### config.mk
export PLATFORM = sky130hd
export DESIGN_NAME = conv_sched_flat
export DESIGN_NICKNAME = d
export VERILOG_FILES = /design/src/rtl/conv_sched_pkg.sv /design/src/rtl/conv_sched_if.sv /design/src/rtl/sched_delay_line.sv /design/src/rtl/conv_sched.sv /design/src/flat_wrapper.sv
export SDC_FILE = /design/constraint.sdc
export NUM_CORES = 1
export LEC_CHECK = 0
export CAP_MARGIN = 20
export CORE_UTILIZATION = 48
export CTS_CLUSTER_DIAMETER = 80
export DETAILED_ROUTE_END_ITERATION = 6
export PLACE_DENSITY = 0.71
export SLEW_MARGIN = 30
export SYNTH_ARGS = -nofsm -noshare
export SYNTH_HDL_FRONTEND = slang
export SYNTH_SLANG_ARGS = --single-unit
### constraint.sdc
create_clock -name clk -period 5.6 [get_ports clk]
set_clock_uncertainty 0.05 [all_clocks]
set_input_delay 1.12 -clock clk [delete_from_list [all_inputs] [get_ports clk]]
set_output_delay 1.12 -clock clk [all_outputs]
set_load 0.1 [all_outputs]
### src/rtl/conv_sched_pkg.sv
// conv_pkg: shared types and helpers for the convolution scheduler.
//   state_e      scheduler FSM states
//   OP_COUNT     output count for the default vector/filter sizes
//   group_lanes  number of live lanes in the group starting at output g
package conv_pkg;

  typedef enum logic [1:0] {LOAD, COMPUTE, FLUSH, DRAIN} state_e;

  localparam int X_COUNT_DFLT = 64;
  localparam int F_COUNT_DFLT = 33;
  localparam int P_DFLT       = 8;
  localparam int OP_COUNT     = X_COUNT_DFLT - F_COUNT_DFLT + 1;

  // The final group may be short when the output count is not a multiple of P.
  function automatic int group_lanes(input int op_count, input int g, input int p);
    return (op_count - g < p) ? (op_count - g) : p;
  endfunction

endpackage

### src/rtl/conv_sched_if.sv
// conv_sched_if: control bus between the scheduler and the convolution datapath.
//   input side : s_valid_x / s_ready_x handshake, wr_en_x write strobe
//   addressing : addr_x_base (lane 0 x address), addr_f (filter tap)
//   MAC control: en_acc, clear_acc
//   output side: lane_sel, m_valid_y / m_ready_y handshake, m_last_y
// master = scheduler, slave = datapath / consumer side.
interface conv_sched_if #(
  parameter int ADDR_X = 6,
  parameter int ADDR_F = 6,
  parameter int LANE_W = 3
);
  logic              s_valid_x;
  logic              s_ready_x;
  logic              wr_en_x;
  logic [ADDR_X-1:0] addr_x_base;
  logic [ADDR_F-1:0] addr_f;
  logic              en_acc;
  logic              clear_acc;
  logic [LANE_W-1:0] lane_sel;
  logic              m_valid_y;
  logic              m_ready_y;
  logic              m_last_y;

  modport master (
    input  s_valid_x, m_ready_y,
    output s_ready_x, wr_en_x, addr_x_base, addr_f, en_acc, clear_acc,
           lane_sel, m_valid_y, m_last_y
  );

  modport slave (
    output s_valid_x, m_ready_y,
    input  s_ready_x, wr_en_x, addr_x_base, addr_f, en_acc, clear_acc,
           lane_sel, m_valid_y, m_last_y
  );
endinterface

### src/rtl/sched_delay_line.sv
// sched_delay_line: 1-bit valid shift register, DEPTH cycles of latency.
//   clk_i, rst_ni : clock, async active-low reset
//   d_i           : valid in
//   q_o           : valid delayed by DEPTH cycles
module sched_delay_line #(
  parameter int DEPTH = 2
) (
  input  logic clk_i,
  input  logic rst_ni,
  input  logic d_i,
  output logic q_o
);

  logic [DEPTH:0] vld_pipe;
  logic [DEPTH:1] pipe_q;

  assign vld_pipe = {pipe_q, d_i};

  always_ff @(posedge clk_i or negedge rst_ni) begin
    if (!rst_ni) pipe_q <= '0;
    else         pipe_q <= vld_pipe[DEPTH-1:0];
  end

  assign q_o = vld_pipe[DEPTH];

endmodule

### src/rtl/conv_sched.sv
// conv_sched: control FSM for the P-lane 1-D convolution datapath.
// Loads X_COUNT samples, then for each group of up to P outputs issues
// F_COUNT tap addresses, waits out the read/multiply pipe, and drains the
// lanes one at a time on the output handshake. Owns no data.
//   clk, reset : clock, async active-low reset
//   bus        : conv_sched_if master (handshakes, addresses, MAC control)
module conv_sched
  import conv_pkg::*;
#(
  parameter int X_COUNT  = 64,
  parameter int F_COUNT  = 33,
  parameter int P        = 8,
  parameter int PIPE_LAT = 2,
  parameter int ADDR_X   = $clog2(X_COUNT),
  parameter int ADDR_F   = $clog2(F_COUNT),
  parameter int LANE_W   = (P > 1) ? $clog2(P) : 1
) (
  input  logic          clk,
  input  logic          reset,
  conv_sched_if.master  bus
);

  localparam int N_OUT = X_COUNT - F_COUNT + 1;
  localparam int FW    = (PIPE_LAT > 1) ? $clog2(PIPE_LAT) : 1;

  state_e            state_q, state_d;
  logic [ADDR_X-1:0] wcnt_q, wcnt_d;   // write count while loading
  logic [ADDR_X-1:0] g_q, g_d;         // first output index of current group
  logic [ADDR_F-1:0] k_q, k_d;         // filter tap
  logic [FW-1:0]     fcnt_q, fcnt_d;   // flush cycle count
  logic [LANE_W-1:0] lane_q, lane_d;   // lane being drained
  logic              issue;
  logic              en_acc;
  int                lanes;

  assign lanes = group_lanes(N_OUT, int'(g_q), P);

  // en_acc tracks issued taps once their product reaches the MAC input.
  sched_delay_line #(.DEPTH(PIPE_LAT)) u_dly (
    .clk_i  (clk),
    .rst_ni (reset),
    .d_i    (issue),
    .q_o    (en_acc)
  );

  assign bus.en_acc = en_acc;

  always_ff @(posedge clk or negedge reset) begin
    if (!reset) begin
      state_q <= LOAD;
      wcnt_q  <= '0;
      g_q     <= '0;
      k_q     <= '0;
      fcnt_q  <= '0;
      lane_q  <= '0;
    end else begin
      state_q <= state_d;
      wcnt_q  <= wcnt_d;
      g_q     <= g_d;
      k_q     <= k_d;
      fcnt_q  <= fcnt_d;
      lane_q  <= lane_d;
    end
  end

  always_comb begin
    state_d         = state_q;
    wcnt_d          = wcnt_q;
    g_d             = g_q;
    k_d             = k_q;
    fcnt_d          = fcnt_q;
    lane_d          = lane_q;
    issue           = 1'b0;
    bus.s_ready_x   = 1'b0;
    bus.wr_en_x     = 1'b0;
    bus.addr_x_base = '0;
    bus.addr_f      = '0;
    bus.clear_acc   = 1'b0;
    bus.m_valid_y   = 1'b0;
    bus.lane_sel    = lane_q;
    bus.m_last_y    = 1'b0;

    case (state_q)
      LOAD: begin
        bus.s_ready_x   = 1'b1;
        // gated by reset so no write strobe escapes while held in reset
        bus.wr_en_x     = bus.s_valid_x & reset;
        bus.addr_x_base = wcnt_q;
        if (bus.s_valid_x) begin
          if (wcnt_q == ADDR_X'(X_COUNT - 1)) begin
            state_d = COMPUTE;
            wcnt_d  = '0;
            g_d     = '0;
            k_d     = '0;
          end else begin
            wcnt_d = wcnt_q + 1'b1;
          end
        end
      end

      COMPUTE: begin
        issue           = 1'b1;
        bus.addr_f      = k_q;
        bus.addr_x_base = g_q + ADDR_X'(k_q);
        if (k_q == ADDR_F'(F_COUNT - 1)) begin
          state_d = FLUSH;
          k_d     = '0;
          fcnt_d  = '0;
        end else begin
          k_d = k_q + 1'b1;
        end
      end

      // Last tap is still in the read/multiply pipe; hold off the drain
      // until its accumulate has happened.
      FLUSH: begin
        if (fcnt_q == FW'(PIPE_LAT - 1)) begin
          state_d = DRAIN;
          lane_d  = '0;
        end else begin
          fcnt_d = fcnt_q + 1'b1;
        end
      end

      DRAIN: begin
        bus.m_valid_y = 1'b1;
        bus.m_last_y  = (int'(g_q) + int'(lane_q) == N_OUT - 1);
        if (bus.m_ready_y) begin
          if (int'(lane_q) == lanes - 1) begin
            // accumulators are free once the last lane has been taken
            bus.clear_acc = 1'b1;
            lane_d        = '0;
            if (int'(g_q) + P < N_OUT) begin
              state_d = COMPUTE;
              g_d     = g_q + ADDR_X'(P);
            end else begin
              state_d = LOAD;
              wcnt_d  = '0;
              g_d     = '0;
            end
          end else begin
            lane_d = lane_q + 1'b1;
          end
        end
      end

      default: state_d = LOAD;
    endcase
  end

endmodule

### src/flat_wrapper.sv
// flat-port wrapper written by rule: the top's interface ports become plain ports
module conv_sched_flat import conv_pkg::*;
#(
  parameter int X_COUNT  = 64,
  parameter int F_COUNT  = 33,
  parameter int P        = 8,
  parameter int PIPE_LAT = 2,
  parameter int ADDR_X   = $clog2(X_COUNT),
  parameter int ADDR_F   = $clog2(F_COUNT),
  parameter int LANE_W   = (P > 1) ? $clog2(P) : 1
)
  (clk, reset, bus_s_valid_x, bus_m_ready_y, bus_s_ready_x, bus_wr_en_x, bus_addr_x_base, bus_addr_f, bus_en_acc, bus_clear_acc, bus_lane_sel, bus_m_valid_y, bus_m_last_y);
  conv_sched_if #(.ADDR_X(ADDR_X), .ADDR_F(ADDR_F), .LANE_W(LANE_W)) bus_i ();
  input  logic clk;
  input  logic reset;
  input wire logic [$bits(bus_i.s_valid_x)-1:0] bus_s_valid_x;
  input wire logic [$bits(bus_i.m_ready_y)-1:0] bus_m_ready_y;
  output wire logic [$bits(bus_i.s_ready_x)-1:0] bus_s_ready_x;
  output wire logic [$bits(bus_i.wr_en_x)-1:0] bus_wr_en_x;
  output wire logic [$bits(bus_i.addr_x_base)-1:0] bus_addr_x_base;
  output wire logic [$bits(bus_i.addr_f)-1:0] bus_addr_f;
  output wire logic [$bits(bus_i.en_acc)-1:0] bus_en_acc;
  output wire logic [$bits(bus_i.clear_acc)-1:0] bus_clear_acc;
  output wire logic [$bits(bus_i.lane_sel)-1:0] bus_lane_sel;
  output wire logic [$bits(bus_i.m_valid_y)-1:0] bus_m_valid_y;
  output wire logic [$bits(bus_i.m_last_y)-1:0] bus_m_last_y;
  assign bus_i.s_valid_x = bus_s_valid_x;
  assign bus_i.m_ready_y = bus_m_ready_y;
  assign bus_s_ready_x = bus_i.s_ready_x;
  assign bus_wr_en_x = bus_i.wr_en_x;
  assign bus_addr_x_base = bus_i.addr_x_base;
  assign bus_addr_f = bus_i.addr_f;
  assign bus_en_acc = bus_i.en_acc;
  assign bus_clear_acc = bus_i.clear_acc;
  assign bus_lane_sel = bus_i.lane_sel;
  assign bus_m_valid_y = bus_i.m_valid_y;
  assign bus_m_last_y = bus_i.m_last_y;
  conv_sched #(.X_COUNT(X_COUNT), .F_COUNT(F_COUNT), .P(P), .PIPE_LAT(PIPE_LAT), .ADDR_X(ADDR_X), .ADDR_F(ADDR_F), .LANE_W(LANE_W)) u_core (.clk(clk), .reset(reset), .bus(bus_i));
endmodule
==> flow_summary.ini, run 1 <==
[placement]
portBuffers = 24
place_congestion = 0.8550
place_hpwl_mm = 3.205

[routing]
dr.pass1.iters = 4
postRouteAntennaNets = 0
detail_route.wl_per_cell_microns = 14.71
vias_per_cell = 5.875
dr.max_layer_used = met4
drtIter0Drc = 118
wirelength_mm = 4.355
routed-via-count = 1739
wl_met1_mm = 2.304
met2RoutedLength_mm = 1.920
dr_wl_met3_microns = 114
drc_errors = 0

[global_routing]
grt_max_degree = 25
grt_pass1_vias = 1535
grt-ovfl-total = 0
track_usage_pct = 21.63
antenna_found_initial = 0
grt_first_pass_wirelength_mm = 7.051

[critical_path]
startpoint = u_core.g_q[3]
cp_data_arrival_time_ns = 3.94
crit_type = flip-flop to output pin
path_depth = 11
crit_path_start_kind = flip-flop
cp_cell_sequence = inv_1 -> ha_1 -> nor4_1 -> buf_4 -> nand2_1 -> ha_1 -> or4_1 -> or4_4 -> nor4_1 -> and3_1 -> buf_12
max_stage_delay_ns = 0.54
worstReg2RegEnd = u_core.g_q[3]
path_buf_inv = 3
reg2reg_slack_ns = 1.78
reg2reg_from = u_core.g_q[3]
end_kind = output pin
cp_top_family = simple AND/OR/NAND/NOR gates
crit_slowest_cell = dfrtp_1
cp-endpoint = bus_clear_acc
cp.required_ns = 4.43
ff2ff_path_depth = 11
cp_max_fo = 11

[die]
num_rows = 22
start_util_pct = 51.04
core_region_area_sq_um = 3716
fp.dieArea_sq_um = 4207
ios = 25
dieHeight_microns = 64.86
dieWidth_microns = 64.86

[sta]
finalSetupTns_ns = 0
max_freq_mhz = 195.5
min_period_ns = 5.114
tightest_slew_ns = 0.9920
finalSetupViolations = 0
hold_ws_ns = 0.3034
rsz0062_at_grt = false
layout_worst_path_cycle_share_pct = 91.33
max-slew-margin-rel_pct = 33.66
slew_viol_final = 0
hold_viol_final = 0

[clocking]
clockBufferDepth = 2
post-cts-setup-buffers = 0
cts_hold_buf = 0
clk_pin_slew_ns = 0.09
cts.sinks = 23
cts_buffers = 3
cts_tree = yes
cts.repair.resized = 0
htree_levels = 1
root_buffer = clkbuf_8
clk-insertion-delay-late_ns = 0.27

[synthesis]
synthArstFlopShare_pct = 100.0
ys_seq_area_share_pct = 30.34
ys_ff_latch = 23
postSynthAreaPerCell_sq_um = 8.468
synth_enable_flop_cells = 0
syn_inst = 224
ys_types = 53
ys.flop_type = dfrtp_1
synth_area_sq_um = 1897
yosys_warnings = 0
syn-num-nets = 250

[finish]
syn2layout_area_growth_pct = 18.60
nNetsFinal = 275
drive_above_1_share_pct = 7.258
filler_cell_count = 335
diodes = 0

[job]
maxCapViolCount = 0

[run_status]
status = finished clean

[worst_hold_path]
min_path_type = flip-flop to flip-flop
-- layout by cell type (no fill, tap or decap), types with 3 or more instances in the layout --
cell type / synthesis / routed
a21o_1: 4 / 4
a21oi_1: 10 / 10
a31oi_1: 3 / 3
and2_1: 3 / 3
and3_1: 3 / 3
buf_4: 0 / 5
clkbuf_8: 0 / 3
clkdlybuf4s50_1: 0 / 22
dfrtp_1: 23 / 23
ha_1: 22 / 22
inv_1: 13 / 13
mux2_2: 3 / 3
nand2_1: 28 / 28
nand3_1: 8 / 8
nand4_1: 4 / 4
nor2_1: 13 / 13
nor3_1: 8 / 8
nor4_1: 3 / 3
nor4b_1: 4 / 4
o21ai_0: 18 / 18
o221ai_1: 3 / 3
xnor2_1: 3 / 3
-- per-stage QoR --
stage	worst slack, ns	instance area (sq um)	std cells	utilization, %
floorplan	0.3576	1897	224	-
detailed placement	0.8317	2203	292	59.29
global placement	0.8688	2203	292	59.29
CTS	0.5117	2248	296	60.51
finish	0.4856	2250	296	60.54
global route	0.3098	2250	296	60.54
-- logic make-up (layout without fill, tap and decap cells) --
family	count (synthesis)	after routing	synth area share, %
and+or+nand+nor	93	93	27.05
other	1	1	0.1977
xor gates and xnor gates	3	3	1.385
DFF	23	23	30.34
AOI/OAI and AO/OA	56	56	19.46
adders and majority gates	22	22	14.51
muxes	5	5	2.836
buffers and inverters	21	45	4.222
-- synthesized netlist by cell type (3+ instances only) --
cell / instances / area [sq um]
and3_1: 3 / 18.77
nor2_1: 13 / 48.80
nand3_1: 8 / 40.04
clkbuf_1: 7 / 26.28
o21ai_0: 18 / 90.09
a31oi_1: 3 / 18.77
nand2_1: 28 / 105.1
nor4b_1: 4 / 35.03
and2_1: 3 / 18.77
a21o_1: 4 / 30.03
nand4_1: 4 / 25.02
o221ai_1: 3 / 26.28
inv_1: 13 / 48.80
dfrtp_1: 23 / 575.6
xnor2_1: 3 / 26.28
nor3_1: 8 / 40.04
nor4_1: 3 / 18.77
mux2_2: 3 / 33.78
a21oi_1: 10 / 50.05
ha_1: 22 / 275.3
-- registers in the layout, summed over array words and instances (netlist names) --
name and cells:
u_core.bus.lane_sel 3, u_core.u_dly.pipe_q 2, u_core.wcnt_q 6, u_core.k_q 6, u_core.state_q 2, u_core.fcnt_q 1
u_core.g_q 3
-- final cells by class --
cell class | instances | area (sq um) | area share (%)
repair buffers | 28 | 277.8 | 12.35
flip-flops and latches | 23 | 575.6 | 25.58
clock buffers | 4 | 45.04 | 2.002
multi-input cells | 180 | 1242 | 55.23
well taps | 48 | 60.06 | 2.670
inverters | 13 | 48.80 | 2.169
-- worst min-delay path by stage --
stage                                 from                endpoint  slack [ns]  cells past startpoint
global route        u_core.u_dly.pipe_q[1]  u_core.u_dly.pipe_q[2]        0.33                      0
detailed placement  u_core.u_dly.pipe_q[1]  u_core.u_dly.pipe_q[2]        0.29                      0
finish              u_core.u_dly.pipe_q[1]  u_core.u_dly.pipe_q[2]        0.30                      0
floorplan           u_core.u_dly.pipe_q[1]  u_core.u_dly.pipe_q[2]        0.28                      0
global placement    u_core.u_dly.pipe_q[1]  u_core.u_dly.pipe_q[2]        0.28                      0
CTS                 u_core.u_dly.pipe_q[1]  u_core.u_dly.pipe_q[2]        0.31                      0
-- per-layer routing --
layer / global-route usage, % / vias up
met2: 34.38 / 17
met1: 30.53 / 840
met4: 3.333 / 0
li1: - / 880
met3: 4.401 / 2
met5: 0 / -
Power of run 1 is left out: the tool's default activity adds up to more than one toggle a clock period on the data nets, which glitch-free logic cannot reach.
==> run 2, diff against run 1 <==
--- a/config.mk
+++ b/config.mk
@@ -9,7 +9,8 @@
 export CORE_UTILIZATION = 48
 export CTS_CLUSTER_DIAMETER = 80
 export DETAILED_ROUTE_END_ITERATION = 6
-export PLACE_DENSITY = 0.71
+export DONT_BUFFER_PORTS = 1
+export SKIP_CTS_REPAIR_TIMING = 1
 export SLEW_MARGIN = 30
 export SYNTH_ARGS = -nofsm -noshare
 export SYNTH_HDL_FRONTEND = slang
==> flow_summary.ini, run 2 (synthesis gave the netlist of run 1 again) <==
[finish]
diodes = 0
layout.cells.non_filler = 280
post-route-util_pct = 57.10
syn2layout_area_growth_pct = 11.87
final_cell_mix = nand2_1, dfrtp_1, ha_1, o21ai_0, inv_1
final_common_cell = nand2_1
nNetsFinal = 259
reg_top3 = u_core.k_q x6, u_core.wcnt_q x6
drive_above_1_share_pct = 13.79

[critical_path]
cp_top_family = simple AND/OR/NAND/NOR gates
crit_type = flip-flop to output pin
cp_data_arrival_time_ns = 3.96
crit_path_start_kind = flip-flop
path_buf_inv = 3
cp_max_fo = 11
end_kind = output pin
cp.required_ns = 4.43
max_stage_delay_ns = 0.54
cp_cell_sequence = inv_1 -> ha_1 -> nor4_1 -> buf_4 -> nand2_1 -> ha_1 -> or4_1 -> or4_4 -> nor4_1 -> and3_1 -> buf_4
crit_slowest_cell = dfrtp_1

[die]
fp.dieArea_sq_um = 4207
num_rows = 22
ios = 25
core_region_area_sq_um = 3716
dieWidth_microns = 64.86
dieHeight_microns = 64.86
start_util_pct = 51.04

[worst_hold_path]
min_path_type = flip-flop to flip-flop

[clocking]
cts_tree = yes
clk-insertion-delay-late_ns = 0.27
cts.sinks = 23
htree_levels = 1
cts_buffers = 3
clockBufferDepth = 2
clk_pin_slew_ns = 0.09
root_buffer = clkbuf_8

[global_routing]
grt_max_degree = 25
antenna_found_initial = 0
grt_pass1_vias = 1699
grt_first_pass_wirelength_mm = 8.066
track_usage_pct = 24.61
grt-ovfl-total = 0

[placement]
place_congestion = 0.8554
portBuffers = 0
place_hpwl_mm = 3.430
placedCellCount = 276

[routing]
wirelength_mm = 4.572
postRouteAntennaNets = 0
detail_route.wl_per_cell_microns = 16.33
dr.pass1.iters = 4
drc_errors = 0
routed-via-count = 1705
drtIter0Drc = 145
vias_per_cell = 6.089

[sta]
rsz0062_at_grt = false
finalSetupViolations = 0
max-slew-margin-rel_pct = 35.15
tightest_slew_ns = 0.9759
layout_worst_path_cycle_share_pct = 91.69
finalSetupTns_ns = 0
hold_viol_final = 0
max_freq_mhz = 194.7
min_period_ns = 5.135
slew_viol_final = 0

[run_status]
status = finished clean

[job]
maxCapViolCount = 0
run 2: metrics by stage:
stage                     hold WS [ns]  cell area [sq um]  setup slack, ns
final                           0.3294               2122           0.4651
after global routing            0.3384               2122           0.1859
after CTS                       0.3292               2122           0.4745
after detailed placement        0.3071               2076           0.7903
after global placement          0.2920               2056           0.9153
after floorplan                 0.2812               1897           0.3576
run 2: cell type report:
cell class | count | area, sq um
Inverter | 13 | 48.80
Sequential cell | 23 | 575.6
Fill cell | 348 | 1594
Clock buffer | 3 | 41.29
Timing Repair Buffer | 12 | 107.6
Tap cell | 48 | 60.06
Multi-Input combinational cell | 180 | 1284
Clock inverter | 1 | 5.005
run 2: path summary, 6_finish.rpt:
| check | endpoint | slack, ns | depth (start not counted) | start |
|---|---|---|---|---|
| setup / recovery | bus_clear_acc | 0.47 | 11 | u_core.g_q[3] |
| hold / removal | u_core.u_dly.pipe_q[2] | 0.33 | 0 | u_core.u_dly.pipe_q[1] |
| setup reg to reg | u_core.g_q[3] | 1.74 | 11 | u_core.g_q[3] |
| hold reg to reg | u_core.u_dly.pipe_q[2] | 0.33 | 0 | u_core.u_dly.pipe_q[1] |
| max in group asynchronous | u_core.wcnt_q[4] | 4.95 | 0 | reset |
| min in group asynchronous | u_core.g_q[5] | 0.48 | 0 | reset |
run 2: layer usage:
| metal | global-route usage (%) | part of all wire (%) | up-vias |
|---|---|---|---|
| li1 | - | - | 845 |
| met1 | 34.86 | 50 | 824 |
| met3 | 2.993 | 3.3 | 4 |
| met4 | 5.278 | 0.74 | 0 |
| met2 | 39.71 | 46 | 32 |
| met5 | 0 | 0 | - |
Power of run 2 is left out for the same reason.
==> run 3, diff against run 2 <==
--- a/config.mk
+++ b/config.mk
@@ -10,6 +10,7 @@
 export CTS_CLUSTER_DIAMETER = 80
 export DETAILED_ROUTE_END_ITERATION = 6
 export DONT_BUFFER_PORTS = 1
+export HOLD_SLACK_MARGIN = 0.05
 export SKIP_CTS_REPAIR_TIMING = 1
 export SLEW_MARGIN = 30
 export SYNTH_ARGS = -nofsm -noshare
==> results of run 3 <==
The final DEF is identical to that of run 2; final timing and power are the same.
Power of run 3 is left out for the same reason.
